`src/rtl/pci_pkg.sv`:
```
// Shared PCI target definitions: bus command codes and controller states.
// Used by pci_target_ctrl and pci_addr_decode.
package pci_pkg;

    localparam logic [3:0] CMD_MEM_READ  = 4'b0110;
    localparam logic [3:0] CMD_MEM_WRITE = 4'b0111;

    typedef enum logic [1:0] {
        IDLE = 2'd0,
        TURN = 2'd1,
        DATA = 2'd2,
        DISC = 2'd3
    } state_t;

endpackage

```
`src/rtl/pci_addr_decode.sv`:
```
// Address-phase hit detection: 64-byte window match plus memory read/write
// command check.
module pci_addr_decode
    import pci_pkg::*;
#(
    parameter logic [31:0] BASE_ADDR = 32'h0000_1000
) (
    input  logic [31:0] address,
    input  logic [3:0]  command,
    output logic        hit
);

    logic unused_low;

    assign unused_low = ^address[5:0];

    assign hit = (address[31:6] == BASE_ADDR[31:6]) &&
                 ((command == CMD_MEM_READ) || (command == CMD_MEM_WRITE));

endmodule

```
`src/rtl/pci_target_ctrl.sv`:
```
// PCI memory target controller: claims a BASE_ADDR window, bursts, disconnects
// at the window end. Define PCI_WAIT_STATE_EN to add one initial wait cycle.
module pci_target_ctrl
    import pci_pkg::*;
#(
    parameter logic [31:0] BASE_ADDR = 32'h0000_1000,
    parameter int          WIN_WORDS = 16
) (
    input  logic        CLK,
    input  logic        RST,
    input  logic        FRAME_N,
    input  logic        IRDY_N,
    input  logic [3:0]  CBE,
    input  logic [31:0] AD_IN,
    output logic        DEVSEL_N,
    output logic        TRDY_N,
    output logic        STOP_N,
    output logic        R_W,
    output logic [31:0] MEM_ADDR,
    output logic        MEM_WE,
    output logic        MEM_RE,
    output logic [3:0]  MEM_BE
);

    localparam int OFF_W = $clog2(WIN_WORDS);

`ifdef PCI_WAIT_STATE_EN
    localparam logic WAIT_EN = 1'b1;
`else
    localparam logic WAIT_EN = 1'b0;
`endif

    state_t      state, state_n;
    logic [31:0] addr_n;
    logic        rd, rd_n;
    logic        armed, armed_n;
    logic        wait_pend, wait_n;
    logic        hit;
    logic        abort;
    logic        last_word;

    pci_addr_decode #(
        .BASE_ADDR(BASE_ADDR)
    ) u_dec (
        .address(AD_IN),
        .command(CBE),
        .hit    (hit)
    );

    assign abort     = FRAME_N && IRDY_N;
    assign last_word = &MEM_ADDR[OFF_W+1:2];

    // armed drops after reset or a miss until the bus is seen idle again
    always_comb begin
        state_n  = state;
        addr_n   = MEM_ADDR;
        rd_n     = rd;
        armed_n  = armed;
        wait_n   = wait_pend;
        DEVSEL_N = 1'b1;
        TRDY_N   = 1'b1;
        STOP_N   = 1'b1;
        R_W      = 1'b0;
        MEM_WE   = 1'b0;
        MEM_RE   = 1'b0;
        MEM_BE   = 4'h0;
        unique case (state)
            IDLE: begin
                if (!armed) begin
                    armed_n = abort;
                end else if (!FRAME_N) begin
                    addr_n = {AD_IN[31:2], 2'b00};
                    rd_n   = (CBE == CMD_MEM_READ);
                    if (hit) begin
                        wait_n  = WAIT_EN;
                        state_n = (CBE == CMD_MEM_READ) ? TURN : DATA;
                    end else begin
                        armed_n = 1'b0;
                    end
                end
            end
            TURN: begin
                DEVSEL_N = 1'b0;
                R_W      = rd;
                state_n  = abort ? IDLE : DATA;
            end
            DATA: begin
                DEVSEL_N = 1'b0;
                R_W      = rd;
                if (!wait_pend) begin
                    TRDY_N = 1'b0;
                    MEM_RE = rd;
                    MEM_WE = !rd && !IRDY_N;
                    MEM_BE = ~CBE;
                end
                if (abort) begin
                    state_n = IDLE;
                end else if (wait_pend) begin
                    wait_n = 1'b0;
                end else if (!IRDY_N) begin
                    addr_n = MEM_ADDR + 32'd4;
                    if (FRAME_N)
                        state_n = IDLE;
                    else if (last_word)
                        state_n = DISC;
                end
            end
            DISC: begin
                DEVSEL_N = 1'b0;
                STOP_N   = 1'b0;
                R_W      = rd;
                if (FRAME_N)
                    state_n = IDLE;
            end
            default: state_n = IDLE;
        endcase
    end

    always_ff @(posedge CLK or posedge RST) begin
        if (RST) begin
            state     <= IDLE;
            MEM_ADDR  <= 32'h0;
            rd        <= 1'b0;
            armed     <= 1'b0;
            wait_pend <= 1'b0;
        end else begin
            state     <= state_n;
            MEM_ADDR  <= addr_n;
            rd        <= rd_n;
            armed     <= armed_n;
            wait_pend <= wait_n;
        end
    end

endmodule

```
`config.mk`:
```
export PLATFORM = sky130hd
export DESIGN_NAME = pci_target_ctrl
export DESIGN_NICKNAME = d
export VERILOG_FILES = /design/src/rtl/pci_pkg.sv /design/src/rtl/pci_addr_decode.sv /design/src/rtl/pci_target_ctrl.sv
export SDC_FILE = /design/constraint.sdc
export NUM_CORES = 1
export LEC_CHECK = 0
export BUFFER_PORTS_ARGS = -buffer_cell sky130_fd_sc_hd__buf_2
export CAP_MARGIN = 10
export CORE_UTILIZATION = 54
export DETAILED_ROUTE_END_ITERATION = 10
export PLACE_DENSITY = 0.85
export SETUP_SLACK_MARGIN = 0.4
export SYNTH_ARGS = -nofsm -noshare
export SYNTH_HDL_FRONTEND = slang
export SYNTH_SLANG_ARGS = --single-unit
```
`constraint.sdc`:
```
create_clock -name CLK -period 5.1 [get_ports CLK]
set_input_delay 1.02 -clock CLK [delete_from_list [all_inputs] [get_ports CLK]]
set_output_delay 1.02 -clock CLK [all_outputs]
set_load 0.03 [all_outputs]
```
## After elaboration in Yosys (flattened, before gate mapping)

Cells that the tools add are included.

| storage, ports and cells | value |
|---|---|
| output and inout bits | 42 |
| register bits after elaboration | 37 |

| cells by class | value |
|---|---|
| add/sub/neg operators | 1 |
| bitwise logic cells | 2 |
| reduce and logical (&&, ||, !) cells | 14 |
| eq/ne operators | 16 |
| multiplexer cells | 37 |

Operators by type and width:

| operator | number |
|---|---|
| 32-bit two-way mux | 5 |
| 32-bit one-hot mux with 2 select lines | 1 |
| 32-bit by 3-bit adder with 32-bit output (second input constant) | 1 |
| 26-bit by 7-bit == test with 1-bit output (second input constant) | 1 |
| 2-bit two-way mux | 11 |
| 1-bit two-way mux | 16 |
| 2-bit inequality test (second input constant) | 7 |
| 4-bit by 3-bit == test with 1-bit output (second input constant) | 2 |
| 4-bit two-way mux | 2 |
| 2-bit one-hot mux with 4 select lines | 1 |
| 7-bit AND reduction | 1 |
| 3-bit inequality test (second input constant) | 2 |
| 6-bit AND reduction | 1 |
| 5-bit AND reduction | 1 |
| 2-bit == test (second input constant) | 2 |
| 4-bit inequality test (second input constant) | 1 |
| 4-bit NOT | 1 |
| 4-bit AND reduction | 1 |
| 1-bit logical AND | 3 |
| 3-bit AND reduction | 1 |
| 3-bit OR reduction | 1 |
| 2-bit by 1-bit == test with 1-bit output (second input constant) | 1 |
| 1-bit zero test | 2 |
| 2-bit zero test | 1 |
| other kinds (4) | 4 |

## Longest topological paths before layout

Gate-level depths: netlist of the first run.

| logic depth | value |
|---|---|
| depth after elaboration | 7 |
| gate-level depth with buffers | 7 |

## Hierarchy

From an unflattened synthesis of the first run, not the netlist that was laid out.

| unflattened totals | value |
|---|---|
| cell total of the unflattened synthesis | 320 |
| area total of the unflattened synthesis | 2,546.2 µm² |

By module, submodules not included:

| module | area an instance (µm²) | seq. area each (µm²) | times used | cells an instance |
|---|---|---|---|---|
| pci_target_ctrl | 2,454.9 | 850.8 | 1 | 308 |
| pci_addr_decode | 91.3 | 0.0 | 1 | 12 |

## Worst setup path after synthesis of the first run

Ideal clock, no wire load.

| timing | value |
|---|---|
| path kind | input port to output port |
| start | in IRDY_N |
| end | out MEM_WE |
| data arrival time | 1.891 ns |
| path buffers | 1 |
| path slack | 2.189 ns |
| required time | 4.080 ns |
| stages | 2 |
| cell sequence | clkbuf_1 > nor3_1 |

| between the ends | value |
|---|---|
| longest elaborated chain between the ends | 4 |

Ends and longest elaborated chain:

| item | line | source |
|---|---|---|
| from (decl) | pci_target_ctrl.sv:12 | `input logic IRDY_N,` |
| 1-bit zero test | - |  |
| 1-bit logical AND | pci_target_ctrl.sv:93 | `MEM_WE = !rd && !IRDY_N;` |
| 1-bit two-way mux | pci_target_ctrl.sv:90 | `if (!wait_pend) begin` |
| 1-bit two-way mux | pci_target_ctrl.sv:67 | `unique case (state)` |
| to (decl) | pci_target_ctrl.sv:20 | `output logic MEM_WE,` |

No other way between the ends.

## Worst setup path in the final report of the first run

| timing | value |
|---|---|
| start | reg state[1] |
| end | out TRDY_N |

| between the ends | value |
|---|---|
| longest elaborated chain between the ends | 2 |

Ends and longest elaborated chain:

| item | line | source |
|---|---|---|
| from (decl) | pci_target_ctrl.sv:33 | `state_t state, state_n;` |
| from (signal assigned) | pci_target_ctrl.sv:127 | `state <= state_n;` |
| 2-bit == test | pci_target_ctrl.sv:67 |  |
| 1-bit two-way mux | pci_target_ctrl.sv:67 |  |
| to (decl) | pci_target_ctrl.sv:16 | `output logic TRDY_N,` |

No other way between the ends.

==> flow_summary_export.csv, run 1 <==
group,metric,value,unit
outcome,status,"complete, no violations",
synthesis,ys_seq_area_frac,0.381,
worst_setup_path,slowest_delay,730,ps
synthesis,yosysUniqueCellTypes,49,
placement,gp_congestion,0.879,
floorplan,start_util,0.559,
clock_tree,cts_setup_buffers,0,
worst_setup_path,path_buf_inv,2,
floorplan,die_area,4400,sq um
synthesis,synth-simple-area-share,0.265,
sta,setup_violations,0,
worst_setup_path,crit_fanout,33,
worst_setup_path,r2r.worst_path.cells,5,
global_routing,first_global_vias,2305,
sta,worst_pin_slew,1010,ps
clock_tree,cts_hold_buf,0,
routing,dr.pass1.iters,5,
synthesis,synth_xor_area_frac,0,
sta,fmax,330,MHz
routing,route.vias.total,2530,
worst_setup_path,cp-endpoint,"TRDY_N",
global_routing,track_usage,0.319,
global_routing,grt_max_degree,60,
synthesis,syn_avg_cell_area,8.01,sq um
sta,maxSlewViolCount,0,
layout,final_cell_mix,"buf_2 (77), a21oi_1 (35), dfrtp_1 (34)",
layout,num_antenna_cells,0,
synthesis,mappedNetlistArea,2240,sq um
worst_setup_path,crit_required,4080,ps
floorplan,core_area,4000,sq um
worst_setup_path,rr_startpoint,"state[1]",
layout,layout-drive-gt1-share,0.275,
clock_tree,numCtsBuffers,5,
clock_tree,htreeDepth,2,
clock_tree,clkSinkCount,34,
placement,dp_hpwl,4.40,mm
clock_tree,cts_resized,0,
routing,antenna_left,0,
pwr,leakage,1.17,nW
sta,min_period,3030,ps
sta,finalSetupTns,0,ps
sta,rsz0062_at_grt,"false",
layout,final_nets,388,
routing,viasPerCell,6.39,
synthesis,synth_adder_area_share,0.00560,
synthesis,ys.flop_type,"dfrtp_1",
pwr,ir_worst_vdd,173,uV
worst_setup_path,critPathTopFamily,"buffers and inverters",
routing,post_drt_wl_per_cell,16.0,um
pwr,powerDensity,334,nW/um^2
worst_setup_path,worstSetupPathDepth,3,
global_routing,grt_pass1_wl,10.7,mm
sta,slew_headroom,0.329,
worst_setup_path,startpoint_type,"register",
worst_setup_path,cp-end-kind,"output pin",
synthesis,synth_top_family_by_area,"compound AO/OA/AOI/OAI gates",
placement,port-buffer-count,77,
clock_tree,cts_tree,"done",
synthesis,ys_ff_latch,34,
routing,remaining_drc_errors,0,
worst_setup_path,r2r_end,"state[0]",
worst_hold_path,hp-class,"reg2reg",
clock_tree,root_buffer,"clkbuf_8",
worst_setup_path,path_cells,"nor2b_4 > inv_1 > buf_2",
worst_setup_path,critPathArrivalTime,2010,ps
layout,final_core_util,0.679,
global_routing,overflow,0,
sta,clock_skew,4.81,ps
job,maxCapViolCount,0,
layout,final_common_cell,"buf_2",
floorplan,fp.dieH,66.3,um
sta,final.period_utilization,0.595,
synthesis,syn_inst,279,
floorplan,io_pins,82,
layout,areaGrowthSynthToFinish,21.5,%
synthesis,synth_mux_area_frac,0.0179,
global_routing,antenna_found_initial,0,
worst_setup_path,startpoint,"state[1]",
sta,hold_violations,0,
worst_setup_path,r2r_slack,2890,ps
routing,first_iter_violations,272,
worst_setup_path,critPathSlowestCell,"inv_1",
synthesis,synth_edf_count,0,
routing,wl,6.35,mm
floorplan,die_w,66.3,um
worst_setup_path,critPathKind,"reg2out",
synthesis,async_flop_share,1.00,
floorplan,placementRows,23,
synthesis,synth_compound_area_frac,0.279,
synthesis,yosysWarnings,0,
clock_tree,cts.clk_slew.worst_paths,70,ps
clock_tree,clk_latency,300,ps
clock_tree,cts_buffer_depth,2,
metal layers:
layer  vias to the layer above  share of wire  global-route usage
met5                         -              0                   0
met4                         0          0.018               0.117
met3                        15          0.077              0.0638
met2                       139           0.49               0.522
met1                      1185           0.41               0.415
li1                       1191              -                   -
flip-flops by register name, summed over array words and instances, names as in the netlist:
register / flops
armed: 1
MEM_ADDR: 30
state: 2
rd: 1
cell type report:
cell class	instances	area [sq um]
inverter	6	22.5
timing repair buffer	81	415
sequential	34	851
fill	357	1280
multi-input combinational	219	1280
clock buffer	6	82.6
tap	50	62.6
how the worst min path moves through the flow:
stage                 start  depth (start not counted)  slack, ps      endpoint
2_1_floorplan            rd                          1        480            rd
3_3_place_gp             rd                          1        500            rd
3_5_place_dp   MEM_ADDR[14]                          1        510  MEM_ADDR[14]
4_1_cts        MEM_ADDR[14]                          1        530  MEM_ADDR[14]
5_1_grt         MEM_ADDR[2]                          1        550   MEM_ADDR[2]
6_report       MEM_ADDR[14]                          1        530  MEM_ADDR[14]
Yosys cell counts, drive strengths merged, types with 4 or more instances:
cell     count  area share
a21oi       35       0.078
a2bb2oi      4       0.016
a41o         4       0.018
and3         7       0.020
buf         10       0.022
clkbuf      11       0.018
dfrtp       34        0.38
inv          6       0.010
mux2i        4       0.018
nand2       23       0.039
nand3       15       0.036
nand4        8       0.022
nor2        25       0.042
nor3         5       0.013
nor4         9       0.028
o21ai       26       0.058
o22ai        8       0.022
or4          4       0.015
report_power, final:
group,switching [W],internal [W]
combinational,0.000208,0.000101
sequential,0.0000700,0.000320
clock,0.000103,0.000104
total,0.000381,0.000526
through the flow:
step                      area [sq um]  power [W]  instances  hold slack, ps  setup WS [ps]
after floorplan                   2240   0.000598        280             479           2190
after global placement            2640   0.000695        390             504           2370
after detailed placement          2640   0.000702        390             505           2280
after CTS                         2720   0.000906        396             528           2120
after global routing              2720   0.000954        396             547           1950
final                             2720   0.000907        396             528           2070
logic make-up after synthesis:
kind of cell | after synthesis
simple gates | 112
other cells | 1
flops | 34
mux | 4
buf+inv | 27
fa+ha+maj | 1
compound gates | 100
Power figures use the tool's default switching activity.
==> run 2, diff against run 1 <==
Settings changed: CORE_UTILIZATION 54 to 50, PLACE_DENSITY 0.85 to 0.8.
Clock period 5.1 ns to 2.9 ns, I/O delays scaled along.
==> run 2 against run 1 <==
Effect of this change: first-iteration DRC count down 21%; die area up 7.8%; via count fell by 3.7%; sequential share of layout area down 0.27 points; largest cell class unchanged; clock-buffer cell count increased by 1; worst setup slack worse by 1300 ps; highest routed layer unchanged; sequential power is 76% higher; routed wire length is 0.61% lower; largest power group unchanged; hold slack worse by 160 ps; cell area up 0.87%.
==> flow_summary_export.csv, run 2 (same netlist as run 1, synthesis figures left out) <==
group,metric,value,unit
worst_setup_path,cp-end-kind,"output pin",
sta,rsz0062_at_grt,"false",
clock_tree,clkSinkCount,34,
clock_tree,numCtsBuffers,5,
global_routing,first_global_vias,2165,
worst_setup_path,startpoint,"state[1]",
routing,remaining_drc_errors,0,
floorplan,io_pins,82,
worst_setup_path,worstSetupPathDepth,4,
routing,dr.pass1.iters,4,
global_routing,overflow,0,
clock_tree,cts_resized,0,
clock_tree,cts_setup_buffers,0,
layout,final_common_cell,"buf_2",
placement,gp_congestion,0.853,
placement,pre_cts_slack,835,ps
sta,hold_violations,0,
worst_setup_path,critPathSlowestCell,"dfrtp_1",
worst_setup_path,cp-endpoint,"MEM_WE",
worst_setup_path,critPathKind,"reg2out",
layout,largest_reg_flops,30,
worst_setup_path,critPathTopFamily,"flip-flops",
routing,wl,6.31,mm
worst_setup_path,r2r.worst_path.cells,5,
routing,first_iter_violations,214,
worst_setup_path,crit_fanout,15,
floorplan,placementRows,23,
floorplan,die_area,4740,sq um
outcome,status,"complete, no violations",
pwr,leakage,1.19,nW
floorplan,die_w,68.9,um
layout,fillers,389,
layout,final_cell_mix,"buf_2 (77), a21oi_1 (35), dfrtp_1 (34)",
floorplan,fp.dieH,68.9,um
pwr,fin_total_pwr,0.00161,W
placement,port-buffer-count,77,
clock_tree,cts_buffer_depth,2,
placement,dp_hpwl,4.46,mm
routing,route.vias.total,2437,
clock_tree,cts.clk_slew.worst_paths,70,ps
worst_setup_path,slowest_delay,480,ps
worst_setup_path,path_buf_inv,2,
worst_setup_path,crit_required,2320,ps
worst_hold_path,hp-class,"in2async",
pwr,ir_worst_vdd,349,uV
clock_tree,cts_tree,"done",
sta,setup_ws,737,ps
sta,min_period,2160,ps
global_routing,grt_max_degree,59,
clock_tree,root_buffer,"clkbuf_8",
global_routing,antenna_found_initial,0,
worst_setup_path,rr_startpoint,"MEM_ADDR[4]",
layout,reg.largest.list,"MEM_ADDR (30), state (2)",
worst_setup_path,r2r_end,"MEM_ADDR[27]",
layout,areaGrowthSynthToFinish,22.6,%
routing,viasPerCell,6.09,
floorplan,core_area,4140,sq um
sta,setup_violations,0,
layout,layout-drive-gt1-share,0.280,
sta,clock_skew,4.58,ps
job,maxCapViolCount,0,
clock_tree,htreeDepth,2,
sta,finalSetupTns,0,ps
sta,final.period_utilization,0.746,
layout,largest-register,"MEM_ADDR",
worst_setup_path,critPathArrivalTime,1580,ps
global_routing,grt_pass1_wl,10.1,mm
routing,post_drt_wl_per_cell,15.8,um
layout,final_nets,390,
sta,slew_headroom,0.526,
sta,worst_pin_slew,706,ps
sta,fmax,462,MHz
worst_setup_path,startpoint_type,"register",
clock_tree,clk_latency,290,ps
global_routing,track_usage,0.288,
sta,maxSlewViolCount,0,
pwr,powerDensity,586,nW/um^2
worst_setup_path,r2r_slack,790,ps
layout,num_antenna_cells,0,
routing,antenna_left,0,
sta,hold_slack,369,ps
clock_tree,cts_hold_buf,0,
floorplan,start_util,0.540,
worst_setup_path,path_cells,"nor2b_4 > inv_1 > nor3_1 > buf_2",
## run 2: changes by cell type in the layout (fill, tap and decap cells not counted), sizes merged
cell | previous run | this run
buf | 81 | 83
clkbuf | 6 | 7
clkinv | 0 | 1
## run 2: tightest hold or removal path: cells and delay by family
| kind | cells | cell delay (ps) |
|---|---|---|
| buf+inv | 3 | 510 |
## run 2: how the worst min path moves through the flow
stage / end / cells after the start
global route: MEM_ADDR[2] / 3
global placement: rd / 1
finish: MEM_ADDR[3] / 3
CTS: MEM_ADDR[2] / 3
detailed placement: MEM_ADDR[14] / 1
floorplan: rd / 1
## run 2: metal layers
metal | wire length (um) | vias up | track usage
li1 | - | 1197 | -
met1 | 2830 | 1137 | 0.403
met2 | 3000 | 97 | 0.443
met3 | 406 | 6 | 0.0477
met4 | 64 | 0 | 0.107
met5 | 0 | - | 0
## run 2: final cells by class
cell class | instances | area (sq um) | area share
clock buffers | 7 | 86.3 | 0.0315
clock inverters | 1 | 5.00 | 0.00183
inverters | 6 | 22.5 | 0.00822
multi-input cells | 219 | 1280 | 0.468
flip-flops and latches | 34 | 851 | 0.310
well taps | 50 | 62.6 | 0.0228
repair buffers | 83 | 430 | 0.157
## run 2: where the power goes
group / internal, W / total, W / switching, W
sequential: 0.000562 / 0.000687 / 0.000124
combinational: 0.000180 / 0.000546 / 0.000366
clock: 0.000192 / 0.000374 / 0.000183
## run 2: metrics by stage
step,utilization,area (sq um),instances
5_1_grt,0.662,2740,400
3_3_place_gp,0.639,2650,392
2_1_floorplan,-,2240,280
4_1_cts,0.662,2740,400
6_report,0.662,2740,400
3_5_place_dp,0.639,2650,392
==> run 3, diff against run 2 <==
Settings changed: ABC_AREA set to 1, CORE_UTILIZATION 50 to 53, PLACE_DENSITY 0.8 to 0.81.
Clock period 2.9 ns to 2.2 ns, I/O delays scaled along.
==> run 3 against run 2 <==
Effect of this change: combinational power grew to 3.2 times the previous value; highest routed layer unchanged; cell count is 54% higher; sequential share of layout area down 5.9 points.
==> flow_summary_export.csv, run 3 <==
group,metric,value,unit
outcome,status,"complete, no violations",
worst_setup_path,cp-end-kind,"output pin",
sta,final.period_utilization,0.812,
floorplan,die_w,74.4,um
sta,hold_violations,0,
worst_setup_path,critPathKind,"reg2out",
sta,maxSlewViolCount,0,
layout,largest-register,"MEM_ADDR",
clock_tree,clk_latency,290,ps
layout,regArea,853,sq um
sta,setup_violations,0,
layout,reg.largest.list,"MEM_ADDR (30), state (2)",
synthesis,syn_inst,470,
layout,fillers,457,
floorplan,fp.dieH,74.4,um
layout,final_cell_mix,"nand2_1 (164), nor2_1 (84), buf_2 (71)",
placement,gp_congestion,0.910,
routing,top_layer,"met4",
sta,min_period,1790,ps
layout,final_nets,590,
sta,finalSetupTns,0,ps
worst_setup_path,startpoint_type,"register",
worst_setup_path,crit_required,1760,ps
layout,largest_reg_flops,30,
floorplan,placementRows,25,
synthesis,yosysMostFrequentCell,"nand2_1",
job,maxCapViolCount,0,
floorplan,die_area,5530,sq um
clock_tree,root_buffer,"clkbuf_8",
worst_setup_path,r2r.worst_path.cells,7,
routing,viasPerCell,5.29,
synthesis,syn_avg_cell_area,5.90,sq um
clock_tree,cts_hold_buf,0,
global_routing,grt_max_degree,41,
worst_setup_path,crit_fanout,7,
sta,rsz0062_at_grt,"true",
floorplan,core_area,4880,sq um
routing,route.vias.total,3266,
synthesis,mappedNetlistArea,2780,sq um
clock_tree,cts_tree,"done",
synthesis,yosysTopAreaCell,"dfrtp_1",
routing,wl_met1,3.59,mm
clock_tree,cts.clk_slew.worst_paths,80,ps
global_routing,grt_pass1_wl,13.2,mm
clock_tree,numCtsBuffers,5,
synthesis,async_flop_share,1.00,
layout,final_common_cell,"nand2_1",
floorplan,io_pins,82,
synthesis,yosysWarnings,0,
placement,port-buffer-count,77,
layout,layout-drive-gt1-share,0.218,
pwr,ir_worst_vdd,630,uV
routing,wl_met2,3.85,mm
synthesis,synth_top_area_share,0.307,
clock_tree,clkSinkCount,34,
sta,fmax,560,MHz
routing,wl,8.27,mm
routing,first_iter_violations,325,
synthesis,ys_seq_area_frac,0.307,
layout,final_core_util,0.695,
routing,antenna_left,0,
placement,dp_hpwl,6.09,mm
global_routing,overflow,0,
layout,multi_input_comb_area,1680,sq um
clock_tree,cts_buffer_depth,2,
floorplan,start_util,0.569,
worst_setup_path,critPathArrivalTime,1350,ps
clock_tree,htreeDepth,2,
synthesis,ys_top_cells_by_count,"nand2_1 (165), nor2_1 (90), inv_1 (45), nand3_1 (37), dfrtp_1 (34)",
worst_hold_path,hp-class,"in2async",
routing,met3_length,694,um
synthesis,ys_top_cells_by_area,"dfrtp_1 (31%), nand2_1 (22%), nor2_1 (12%), nand3_1 (6.7%), inv_1 (6.1%)",
routing,post_drt_wl_per_cell,13.4,um
pwr,leakage,1.67,nW
synthesis,yosysUniqueCellTypes,29,
synthesis,ys.flop_type,"dfrtp_1",
layout,num_antenna_cells,0,
pwr,powerDensity,1050,nW/um^2
global_routing,first_global_vias,2871,
synthesis,synth_edf_count,0,
global_routing,track_usage,0.313,
layout,areaGrowthSynthToFinish,22.3,%
routing,dr.pass1.iters,5,
routing,remaining_drc_errors,0,
sta,clock_skew,10.5,ps
synthesis,ys_ff_latch,34,
global_routing,antenna_found_initial,0,
[run 3: changes by cell type after synthesis, sizes merged, moves of 7 or more]
cell    previous run  this run
inv                6        48
nor4               9         0
a21oi             35        21
and3               7         0
nor2              25        97
or2                1         8
nand3             15        39
clkbuf            11         0
nand2             23       168
[run 3: final cells by class]
class	instances	share of cell area
clock buffers	7	0.0225
flip-flops and latches	34	0.251
multi-input cells	374	0.494
well taps	67	0.0247
repair buffers	85	0.141
repair inverters	1	0.00147
clock inverters	1	0.00885
inverters	48	0.0553
[run 3: path summary, 6_finish.rpt]
check,startpoint,endpoint,slack (ps)
worst max-delay path,state[0],MEM_RE,410
worst min-delay path,RST,MEM_ADDR[30],230
worst max register to register,state[0],state[0],500
worst min register to register,MEM_ADDR[31],MEM_ADDR[31],550
max in group asynchronous,RST,state[0],1610
min in group CLK,AD_IN[3],MEM_ADDR[3],400
[run 3: logic make-up after synthesis]
logic type / share of synthesized area
and+or+nand+nor: 0.484
DFF: 0.307
buffers and inverters: 0.104
AOI/OAI and AO/OA: 0.0960
adders and majority gates: 0.00451
xor gates and xnor gates: 0.00316
other: 0.00135
[run 3: timing repair]
action	CTS	global route
setup buffers	1	3
gates resized for setup	8	23
pin swaps	1	1
cloned	0	1
setup endpoints to repair	7	23
[run 3: routing by layer]
layer	track usage	up-vias
met3	0.0461	13
li1	-	1626
met1	0.429	1477
met4	0.109	0
met2	0.503	150
met5	0	-
[run 3: report_power, final]
group	internal (W)	switching, W
registers	0.000880	0.000373
logic	0.000499	0.00123
clock network	0.000339	0.000235
[run 3: worst max-delay path, stage by stage (launching register included)]
cell and delay [ps]:
dfrtp_2 450, nor2_4 210, clkinv_4 120, nor2_1 100, buf_4 160
[run 3: metrics by stage]
step	hold WS (ps)	area [sq um]	power (W)	setup WS, ps	instances
6_report	234	3390	0.00356	414	617
4_1_cts	243	3300	0.00354	401	613
2_1_floorplan	475	2780	0.00242	399	471
3_3_place_gp	506	3170	0.00292	535	604
3_5_place_dp	502	3170	0.00296	494	604
5_1_grt	270	3390	0.00382	366	617
